===== src/rtl/wb_arbiter.sv =====
// ============================================================================
// wb_arbiter : age-ordered two-source write-back arbiter for the RF write port
// Revision   : 1.0
// ============================================================================
`default_nettype none

module wb_arbiter #(
  parameter int DEPTH   = 2,
  parameter int STAMP_W = 4
) (
  input  logic        clk,
  input  logic        rst_n,
  input  logic        s0_valid,
  output logic        s0_ready,
  input  logic [4:0]  s0_wa,
  input  logic [31:0] s0_wn,
  input  logic        s1_valid,
  output logic        s1_ready,
  input  logic [4:0]  s1_wa,
  input  logic [31:0] s1_wn,
  input  logic        flush,
  output logic [4:0]  wa,
  output logic [31:0] wn,
  output logic        we,
  output logic [31:0] busy,
  output logic        idle
);

  localparam int AW = (DEPTH > 1) ? $clog2(DEPTH) : 1;
  localparam logic [STAMP_W-1:0] HALF = {1'b1, {(STAMP_W-1){1'b0}}};

  logic [1:0]              in_valid;
  logic [1:0][4:0]         in_wa;
  logic [1:0][31:0]        in_wn;
  logic [1:0]              src_ready;
  logic [1:0]              enq;
  logic [1:0]              pop;
  logic [1:0]              head_vld;
  logic [1:0][4:0]         head_wa;
  logic [1:0][31:0]        head_wn;
  logic [1:0][STAMP_W-1:0] head_st;
  logic [1:0][31:0]        qbusy;

  logic [STAMP_W-1:0] stamp_q;
  logic [4:0]         wa_q;
  logic [31:0]        wn_q;
  logic               we_q;

  assign in_valid = {s1_valid, s0_valid};
  assign in_wa    = {s1_wa, s0_wa};
  assign in_wn    = {s1_wn, s0_wn};
  assign enq      = in_valid & src_ready & {2{~flush}};

  for (genvar s = 0; s < 2; s++) begin : g_src
    logic [DEPTH-1:0]   vld_q;
    logic [AW-1:0]      wr_q;
    logic [AW-1:0]      rd_q;
    logic [4:0]         ewa_q [DEPTH];
    logic [31:0]        ewn_q [DEPTH];
    logic [STAMP_W-1:0] est_q [DEPTH];
    logic [31:0]        match;

    // Per-slot valid bits make full/empty and the busy scan direct lookups.
    always_ff @(posedge clk or negedge rst_n) begin
      if (!rst_n) begin
        vld_q <= '0;
        wr_q  <= '0;
        rd_q  <= '0;
      end else if (flush) begin
        vld_q <= '0;
        wr_q  <= '0;
        rd_q  <= '0;
      end else begin
        if (pop[s]) begin
          vld_q[rd_q] <= 1'b0;
          rd_q        <= rd_q + AW'(1);
        end
        if (enq[s]) begin
          vld_q[wr_q] <= 1'b1;
          wr_q        <= wr_q + AW'(1);
        end
      end
    end

    always_ff @(posedge clk) begin
      if (enq[s]) begin
        ewa_q[wr_q] <= in_wa[s];
        ewn_q[wr_q] <= in_wn[s];
        est_q[wr_q] <= stamp_q;
      end
    end

    always_comb begin
      match = '0;
      for (int i = 0; i < DEPTH; i++) begin
        if (vld_q[i]) match[ewa_q[i]] = 1'b1;
      end
    end

    assign src_ready[s] = rst_n & ~vld_q[wr_q];
    assign head_vld[s]  = vld_q[rd_q];
    assign head_wa[s]   = ewa_q[rd_q];
    assign head_wn[s]   = ewn_q[rd_q];
    assign head_st[s]   = est_q[rd_q];
    assign qbusy[s]     = match;
  end

  logic [STAMP_W-1:0] st_diff;
  logic               s0_older;
  logic               gnt0;
  logic               gnt1;

  // Equal stamps fall through to source 1: the load is the older instruction.
  assign st_diff  = head_st[1] - head_st[0];
  assign s0_older = (st_diff != '0) && (st_diff < HALF);
  assign gnt0     = head_vld[0] & (~head_vld[1] | s0_older);
  assign gnt1     = head_vld[1] & ~gnt0;
  assign pop      = flush ? 2'b00 : {gnt1, gnt0};

  always_ff @(posedge clk or negedge rst_n) begin
    if (!rst_n) begin
      stamp_q <= '0;
      we_q    <= 1'b0;
      wa_q    <= '0;
      wn_q    <= '0;
    end else begin
      if (|enq) stamp_q <= stamp_q + STAMP_W'(1);
      if (|pop) begin
        we_q <= (head_wa[gnt1] != 5'd0);
        wa_q <= head_wa[gnt1];
        wn_q <= head_wn[gnt1];
      end else begin
        we_q <= 1'b0;
      end
    end
  end

  assign s0_ready = src_ready[0];
  assign s1_ready = src_ready[1];
  assign we       = we_q;
  assign wa       = wa_q;
  assign wn       = wn_q;
  assign busy     = (qbusy[0] | qbusy[1] | (we_q ? (32'd1 << wa_q) : 32'd0)) & ~32'd1;
  assign idle     = ~head_vld[0] & ~head_vld[1] & ~we_q;

endmodule

`default_nettype wire


===== config.mk =====
export PLATFORM = sky130hd
export DESIGN_NAME = wb_arbiter
export DESIGN_NICKNAME = d
export VERILOG_FILES = /design/src/rtl/wb_arbiter.sv
export SDC_FILE = /design/constraint.sdc
export NUM_CORES = 1
export LEC_CHECK = 0
export BUFFER_PORTS_ARGS = -buffer_cell sky130_fd_sc_hd__buf_2
export CAP_MARGIN = 20
export CORE_MARGIN = 10
export CORE_UTILIZATION = 31
export CTS_CLUSTER_SIZE = 24
export DETAILED_ROUTE_END_ITERATION = 10
export PLACE_DENSITY = 0.55
export SKIP_CTS_REPAIR_TIMING = 1
export SLEW_MARGIN = 20
export SYNTH_ARGS = -nofsm -noshare
export SYNTH_HDL_FRONTEND = slang
export SYNTH_SLANG_ARGS = --single-unit

===== constraint.sdc =====
create_clock -name clk -period 4.3 [get_ports clk]
set_clock_uncertainty 0.05 [all_clocks]
set_input_delay 0.86 -clock clk [delete_from_list [all_inputs] [get_ports clk]]
set_output_delay 0.86 -clock clk [all_outputs]
set_load 0.02 [all_outputs]

==> run_results.csv, run 1 <==
group,metric,value,unit
run_status,status,"complete, no violations",
synthesis,synth_xor_area_share,0.805,%
layout,utilization,38.2,%
sta,fin_setup_tns,0,ns
run,drv_cap,0,
synthesis,synth_mux_area_share,8.94,%
layout,multi_input_area,3250,um2
grt,grt_pass1_vias,7058,
synthesis,syn_inst,730,
routing,routed_wl,28300,um
clocking,tritoncts,"built",
synthesis,synth.avg_cell_area,13.2,um2
placed_design,port_buffers,150,
placed_design,place_area,10800,um2
synthesis,yosysTopAreaCell,"edfxtp_1",
power_and_ir_drop,total_power,5.99,mW
synthesis,ys_top_cells_by_area,"edfxtp_1 51%, dfrtp_1 13%, mux2i_1 7.9%, a22o_1 2.9%, nand2_1 2.5%",
grt,grt_antenna_before_repair,2,
die,fp-row-count,64,
synthesis,netlist_area,9640,um2
synthesis,ys_seq_elements,214,
die,dieArea,38500,um2
synthesis,yosys.area_share.simple,10.8,%
layout,stdcell_area,11700,um2
routing,first_pass_iters,5,
setup_path,cp_max_fo,21,
sta,whs,0.153,ns
routing,vias_per_cell,5.24,
placed_design,hpwl,19500,um
synthesis,synth_edf_count,164,
sta,slew_violations,0,
grt,grt-ovfl-total,0,
synthesis,synth_compound_area_share,12.0,%
die,die_w,196,um
routing,ant_nets,0,
synthesis,synth_top_area_share,51.1,%
clocking,cts_made_buffers,24,
power_and_ir_drop,peakVddDrop,0.337,mV
layout,finalNonFillerCells,1286,
setup_path,required,4.63,ns
sta,max_freq,285,MHz
hold_path,hold_path.class,"in -> async",
synthesis,synthArstFlopShare,23.4,%
clocking,clock_path_buffers,3,
synthesis,synth_fa_ha_area_share,0.727,%
setup_path,critPathCaptureType,"flip-flop",
clocking,cts_root_buf,"clkbuf_16",
layout,layout_common_cells,"164 x edfxtp_1, 150 x buf_2, 76 x mux2i_1",
placed_design,placedCellCount,1241,
routing,post_drt_wl_per_cell,22.0,um
synthesis,synth_cell_types,52,
synthesis,yosysSeqAreaShare,64.1,%
clocking,clk_pin_slew_worst_paths,0.06,ns
setup_path,crit_path_start_kind,"flip-flop",
power_and_ir_drop,power_leakage,4.37,nW
sta,tightest_slew,0.902,ns
placed_design,place.gp.congestion,0.915,
layout,n_fill_cell,2988,
routing,drc,0,
grt,grt_first_pass_wirelength,43200,um
grt,grt_max_degree,49,
sta,rsz0062_at_grt,"no",
setup_path,timing_worst_setup_path_type,"reg -> reg",
synthesis,synth_top_family_by_area,"compound AO/OA/AOI/OAI gates",
sta,fin_crit,3.51,ns
die,die_y,196,um
die,core_area,30700,um2
sta,fin_ws,0.790,ns
sta,relSlewSlack,39.8,%
setup_path,reg2regPathDepth,8,
routing,via_count,6744,
synthesis,syn_nets,814,
power_and_ir_drop,powerDensity,511,nW/um2
synthesis,ys.flop_type,"edfxtp_1",
routing,first_iter_violations,620,
die,start_util,31.4,%
placed_design,place_ws,0.774,ns
layout,nets,955,
layout,drive_gt1_share,26.2,%
layout,final_common_cell,"edfxtp_1",
grt,grt_use_total,14.1,%
setup_path,critPathArrivalTime,3.84,ns
sta,fin_crit_sh,81.6,%
layout,seqCellArea,6180,um2
synthesis,synth_warnings,0,
clocking,htreeDepth,1,
sta,finalSetupViolations,0,
layout,syn2layout_area_growth,21.6,%
die,boundaryPins,152,
sta,hold_viol,0,
clocking,cts_sinks,214,
clocking,clkLatencyLatePin,0.51,ns
path summary, 6_finish.rpt:
path                          startpoint            end  slack (ns)
hold / removal                     rst_n  g_src[1].wr_q        0.15
hold reg to reg                   wn[17]         wn[17]        0.46
setup / recovery           g_src[1].rd_q         wn[30]        0.79
max in group asynchronous          rst_n  g_src[0].rd_q        3.06
setup reg to reg           g_src[1].rd_q         wn[30]        0.79
min in group clk                  wn[17]         wn[17]        0.46
worst max-delay path, stage by stage, from the launching register on:
cell and delay (ns):
dfrtp_2 0.70, mux2_2 0.43, fa_1 0.44, xor2_1 0.15, nor3b_1 0.51, o31a_2 0.54
buf_12 0.23, a21oi_1 0.09, a22o_1 0.24
cell usage after synthesis (5+ instances only):
master,instances
a21oi_1,37
a22o_1,32
a22oi_1,26
and2_1,5
and3_1,5
and3b_1,5
buf_1,6
buf_2,8
clkbuf_1,27
dfrtp_1,50
edfxtp_1,164
inv_1,7
mux2_2,9
mux2i_1,76
nand2_1,63
nand3_1,22
nand3b_1,19
nor2_1,43
nor3_1,7
nor3b_1,20
o211ai_1,5
o21ai_0,6
o221ai_1,13
o22ai_1,15
or2_2,5
xnor2_1,5
sequential cells by signal (all words and copies together) (netlist names):
name and cells:
wa 5, stamp_q 4, wn 32, g_src.vld_q 4
g_src.ewn_q 128, g_src.ewa_q 20, we 1, g_src.est_q 16
g_src.wr_q 2, g_src.rd_q 2
kinds of logic (layout without fill, tap and decap cells):
| group | after synthesis | in the layout |
|---|---|---|
| compound gates | 159 | 159 |
| mux | 85 | 85 |
| buf+inv | 55 | 214 |
| other cells | 1 | 2 |
| fa+ha+maj | 5 | 5 |
| flops | 214 | 214 |
| simple gates | 203 | 203 |
| xor+xnor | 8 | 8 |
power breakdown:
group          total [mW]  internal, mW  switching, mW
Combinational        1.03         0.402          0.629
Clock                2.25          1.45          0.800
Sequential           2.71          2.47          0.236
area by class of cell:
class                      count  share of cell area [%]
antenna                        1                  0.0214
clock buffer                  34                    6.04
clock inverter                10                    1.60
inverter                       7                   0.224
multi-input combinational    461                    27.7
sequential                   214                    52.7
tap                          396                    4.23
timing repair buffer         163                    7.45
metal layers:
metal  global-route usage, %  part of all wire (%)  vias up
li1                        -                     -     3109
met1                    18.5                    43     3307
met2                    23.2                    48      277
met3                    3.22                   7.1       49
met4                    3.51                   1.9        2
met5                       0                 0.039        -
(Power assumes the default switching activity.)
==> run 2: changes to the inputs <==
Settings changed: ABC_AREA from default to 1.
Clock period 4.3 ns to 3.3 ns, I/O delays scaled along.
==> run 2 against run 1 <==
Sequential power is 30% higher. Worst setup slack got worse by 0.51 ns. Sequential share of layout area up 0.14 points. Critical endpoint is now busy[16]. Largest cell class unchanged. Highest routed layer is now met4.
==> run_results.csv, run 2 <==
group,metric,value,unit
synthesis,synth_top_family_by_area,"simple AND/OR/NAND/NOR gates",
setup_path,cp_slowest_stage_delay,0.52,ns
synthesis,yosysSeqAreaShare,64.3,%
placed_design,port_buffers,150,
grt,grt_use_total,14.5,%
layout,nets,1154,
power_and_ir_drop,peakVddDrop,0.468,mV
clocking,clock_path_buffers,3,
clocking,clk_pin_slew_worst_paths,0.06,ns
grt,grt_first_pass_wirelength,44500,um
die,die_y,196,um
sta,rsz0062_at_grt,"no",
clocking,cts_made_buffers,22,
routing,ant_nets,0,
setup_path,cp_slowest_cell,"nor3_1",
setup_path,path_buf_inv,2,
layout,top_register,"g_src.ewn_q",
routing,vias_per_cell,4.95,
setup_path,worst-path-stages,6,
layout,syn2layout_area_growth,21.7,%
routing,via_count,7341,
layout,layout_common_cells,"219 x nand2_1, 164 x edfxtp_1, 150 x buf_2",
synthesis,ys.flop_type,"edfxtp_1",
clocking,clkLatencyLatePin,0.50,ns
routing,first_pass_iters,5,
sta,whs,0.271,ns
sta,fin_setup_tns,0,ns
sta,finalSetupViolations,0,
die,core_area,30600,um2
sta,tightest_slew,0.741,ns
synthesis,synth_mux_area_share,0.430,%
setup_path,timing_worst_setup_path_type,"reg -> out",
setup_path,crit_family,"simple AND/OR/NAND/NOR gates",
synthesis,synth_compound_area_share,12.2,%
sta,hold_viol,0,
synthesis,yosys-top-cells-count,"219 x nand2_1, 164 x edfxtp_1, 70 x nor2_1",
clocking,cts_root_buf,"clkbuf_16",
die,fp-row-count,64,
synthesis,yosys.area_share.simple,17.5,%
layout,largest_reg_flops,128,
grt,grt_antenna_before_repair,1,
setup_path,path_cells,"nor3_1, inv_1, o22ai_1, a21oi_1, o211ai_1, buf_2",
power_and_ir_drop,total_power,7.42,mW
layout,multi_input_area,3040,um2
routing,drc,0,
grt,grt-ovfl-total,0,
synthesis,syn_nets,986,
synthesis,ys_seq_elements,214,
layout,utilization,38.2,%
setup_path,required,2.59,ns
grt,grt_pass1_vias,7459,
run,drv_cap,0,
setup_path,crit_path_start_kind,"flip-flop",
routing,first_iter_violations,620,
setup_path,cp_max_fo,5,
synthesis,synth_xor_area_share,0.274,%
layout,n_fill_cell,3085,
clocking,htreeDepth,1,
clocking,tritoncts,"built",
hold_path,hold_path.class,"in -> async",
synthesis,synth_edf_count,164,
synthesis,synth.most_common_cell,"nand2_1",
layout,stdcell_area,11700,um2
power_and_ir_drop,powerDensity,635,nW/um2
placed_design,hpwl,21000,um
run_status,status,"complete, no violations",
synthesis,synth_cell_types,37,
die,start_util,31.4,%
layout,drive_gt1_share,23.3,%
grt,grt_max_degree,51,
synthesis,yosysTopAreaCell,"edfxtp_1",
setup_path,reg2regPathDepth,13,
setup_path,critPathCaptureType,"primary output",
synthesis,synth_top_area_share,51.3,%
sta,fin_crit,3.02,ns
synthesis,synth_fa_ha_area_share,0.730,%
power_and_ir_drop,power_leakage,4.50,nW
synthesis,synthArstFlopShare,23.4,%
synthesis,netlist_area,9600,um2
placed_design,place_area,11000,um2
synthesis,ys_top_cells_by_area,"edfxtp_1 51%, dfrtp_1 13%, nand2_1 8.6%, o211ai_1 3.4%, nor2_1 2.7%",
sta,fin_crit_sh,91.5,%
clocking,cts_sinks,214,
synthesis,synth.avg_cell_area,10.6,um2
sta,relSlewSlack,50.2,%
setup_path,critPathArrivalTime,2.31,ns
die,dieArea,38400,um2
sta,max_freq,331,MHz
routing,routed_wl,28800,um
synthesis,syn_inst,902,
sta,slew_violations,0,
die,boundaryPins,152,
routing,post_drt_wl_per_cell,19.4,um
die,die_w,196,um
layout,final_common_cell,"nand2_1",
placed_design,place.gp.congestion,0.938,
layout,seqCellArea,6180,um2
synthesis,synth_warnings,0,
run 2: cell count changes in the layout (fill, tap and decap cells not counted), sizes merged, moves of 20 or more:
cell / change
nand2: +156
nor3: +37
a22o: -32
nor3b: -20
or2: +27
o211ai: +39
nor2: +27
inv: +59
mux2i: -73
run 2: cell type report:
class | instances | share of cell area [%]
sequential | 214 | 52.9
multi-input combinational | 586 | 26.0
timing repair buffer | 178 | 8.86
clock buffer | 26 | 5.02
tap | 396 | 4.24
inverter | 68 | 2.18
clock inverter | 14 | 0.792
antenna | 1 | 0.0214
run 2: path summary, 6_finish.rpt:
check / from / to / slack (ns)
setup / recovery: g_src[1].ewa_q[0][1] / busy[16] / 0.28
hold / removal: rst_n / g_src[0].wr_q / 0.27
setup reg to reg: g_src[1].rd_q / wn[25] / 0.54
hold reg to reg: g_src[0].vld_q[0] / g_src[0].vld_q[0] / 0.47
max in group asynchronous: rst_n / g_src[1].rd_q / 2.41
min in group clk: s0_wn[7] / g_src[0].ewn_q[1][7] / 0.30
run 2: metrics by stage:
| step | instances | setup WS, ns |
|---|---|---|
| 6_report | 1483 | 0.281 |
| 5_1_grt | 1482 | 0.158 |
| 4_1_cts | 1482 | 0.258 |
| 3_5_place_dp | 1442 | 0.515 |
| 3_3_place_gp | 1442 | 0.627 |
| 2_1_floorplan | 902 | 0.105 |
run 2: per-layer routing:
metal / track usage (%) / part of all wire, % / vias up
met2: 24.7 / 48 / 266
met1: 18.5 / 44 / 3480
met4: 3.22 / 2.1 / 0
met3: 2.95 / 6.6 / 42
li1: - / - / 3553
met5: 0 / 0 / -
run 2: kinds of logic (layout without fill, tap and decap cells):
group,count (synthesis),in the layout
other,1,2
multiplexers,4,4
AND/OR/NAND/NOR,398,398
AO/OA/AOI/OAI,175,175
XOR/XNOR,3,3
flip-flops,214,214
buffers and inverters,102,286
adder cells (fa/ha/maj),5,5
run 2: report_power, final:
part | internal, mW | switching [mW] | total, mW
Combinational | 0.518 | 1.05 | 1.57
Clock | 1.34 | 0.988 | 2.33
Sequential | 3.24 | 0.281 | 3.52
Total | 5.10 | 2.32 | 7.42
==> run 3: changes to the inputs <==
Clock period 3.3 ns to 2.8 ns, I/O delays scaled along.
==> run 3 against run 2 <==
Critical path depth decreased by 1. Global-route usage about the same. Sequential share of layout area decreased by 1.4 points. Utilization increased by 1.1 points. Routed wire length increased by 0.77%. Sequential power increased by 17%. Non-clock buffer count increased by 19. Clock power increased by 22%. Highest routed layer is now met5. Flip-flop and latch count unchanged. Final cell count increased by 1.3%.
==> run_results.csv, run 3 (synthesis results as in run 2) <==
group,metric,value,unit
setup_path,path_buf_inv,2,
die,fp-row-count,64,
setup_path,path_cells,"inv_1, nor3_1, a221oi_1, o211ai_1, buf_2",
sta,rsz0062_at_grt,"yes",
sta,relSlewSlack,52.7,%
setup_path,timing_worst_setup_path_type,"reg -> out",
power_and_ir_drop,power_leakage,4.64,nW
layout,top_register,"g_src.ewn_q",
setup_path,cp_max_fo,6,
grt,grt-ovfl-total,0,
sta,finalSetupViolations,0,
sta,fin_crit,2.71,ns
hold_path,hold_path.class,"in -> async",
die,boundaryPins,152,
grt,grt_antenna_before_repair,2,
routing,first_pass_iters,5,
routing,via_count,7427,
setup_path,critPathArrivalTime,2.10,ns
clocking,clock_path_buffers,3,
setup_path,crit_family,"flip-flops",
clocking,clkLatencyLatePin,0.50,ns
layout,nets,1173,
routing,ant_nets,0,
layout,largest_reg_flops,128,
sta,fin_setup_tns,0,ns
routing,routed_wl,29000,um
layout,final_common_cell,"nand2_1",
power_and_ir_drop,powerDensity,742,nW/um2
setup_path,cp_slowest_cell,"edfxtp_1",
setup_path,critPathCaptureType,"primary output",
setup_path,required,2.19,ns
setup_path,crit_start,"g_src[0].ewa_q[0][2]",
placed_design,port_buffers,150,
sta,slew_violations,0,
grt,grt_pass1_vias,7563,
sta,tightest_slew,0.710,ns
sta,fin_ws,0.0858,ns
die,start_util,31.4,%
clocking,cts_sinks,214,
sta,fin_crit_sh,96.9,%
grt,grt_max_degree,51,
layout,n_fill_cell,3064,
sta,hold_viol,0,
setup_path,cp_slowest_stage_delay,0.49,ns
placed_design,place.gp.congestion,0.891,
sta,max_freq,368,MHz
routing,drc,0,
layout,drive_gt1_share,27.1,%
die,die_y,196,um
run,drv_cap,0,
grt,grt_first_pass_wirelength,44400,um
die,dieArea,38400,um2
routing,first_iter_violations,528,
run_status,status,"complete, no violations",
clocking,cts_root_buf,"clkbuf_16",
clocking,clk_pin_slew_worst_paths,0.06,ns
clocking,htreeDepth,1,
routing,vias_per_cell,4.94,
die,die_w,196,um
power_and_ir_drop,total_power,8.92,mW
clocking,cts_made_buffers,22,
layout,layout_common_cells,"217 x nand2_1, 164 x edfxtp_1, 150 x buf_2",
placed_design,hpwl,21100,um
die,core_area,30600,um2
clocking,tritoncts,"built",
placed_design,place_ws,0.0253,ns
layout,syn2layout_area_growth,25.2,%
sta,whs,0.169,ns
power_and_ir_drop,peakVddDrop,0.570,mV
setup_path,crit_path_start_kind,"flip-flop",
grt,grt_use_total,14.5,%
setup_path,r2r_start,"g_src[1].rd_q",
routing,post_drt_wl_per_cell,19.3,um
==> run 3: cell count changes in the layout (fill, tap and decap cells not counted), sizes merged <==
cell,previous run,this run
clkinv,12,5
clkbuf,26,34
bufinv,1,0
buf,178,196
clkinvlp,2,3
==> run 3: power by group <==
group          leakage, nW  total (mW)  internal (mW)  switching [mW]
registers             2.06        4.13           3.82           0.311
clock network        0.347        2.84           1.69            1.14
logic                 2.23        1.95          0.668            1.28
total                 4.64        8.92           6.18            2.74
==> run 3: metal layers <==
| metal | vias up | global-route usage (%) | share of wire [%] |
|---|---|---|---|
| met3 | 41 | 2.78 | 6.6 |
| met4 | 4 | 3.14 | 1.6 |
| li1 | 3590 | - | - |
| met2 | 271 | 24.9 | 49 |
| met5 | - | 0 | 0.062 |
| met1 | 3521 | 18.6 | 43 |
==> run 3: final cells by class <==
cell class | instances | area, um2 | area share [%]
inverter | 68 | 260 | 2.17
tap | 396 | 495 | 4.12
antenna | 1 | 2.50 | 0.0208
timing repair buffer | 197 | 1220 | 10.1
multi-input combinational | 586 | 3140 | 26.1
clock buffer | 33 | 686 | 5.70
sequential | 214 | 6180 | 51.4
clock inverter | 7 | 40.0 | 0.333
==> run 3: final timing paths <==
| kind | to | cells after the start | slack [ns] |
|---|---|---|---|
| worst max register to register | wn[6] | 13 | 0.18 |
| worst min-delay path | wn[28] | 2 | 0.17 |
| max in group asynchronous | wa[2] | 2 | 1.99 |
| worst min register to register | g_src[0].vld_q[0] | 2 | 0.47 |
| min in group clk | g_src[1].ewn_q[0][0] | 1 | 0.20 |
| worst max-delay path | busy[6] | 5 | 0.09 |
==> run 3: metrics by stage <==
stage / utilization, % / cell area (um2) / instances
6_report: 39.3 / 12000 / 1502
5_1_grt: 39.3 / 12000 / 1501
4_1_cts: 38.6 / 11800 / 1494
3_5_place_dp: 36.3 / 11100 / 1454
3_3_place_gp: 36.3 / 11100 / 1454
2_1_floorplan: - / 9620 / 902
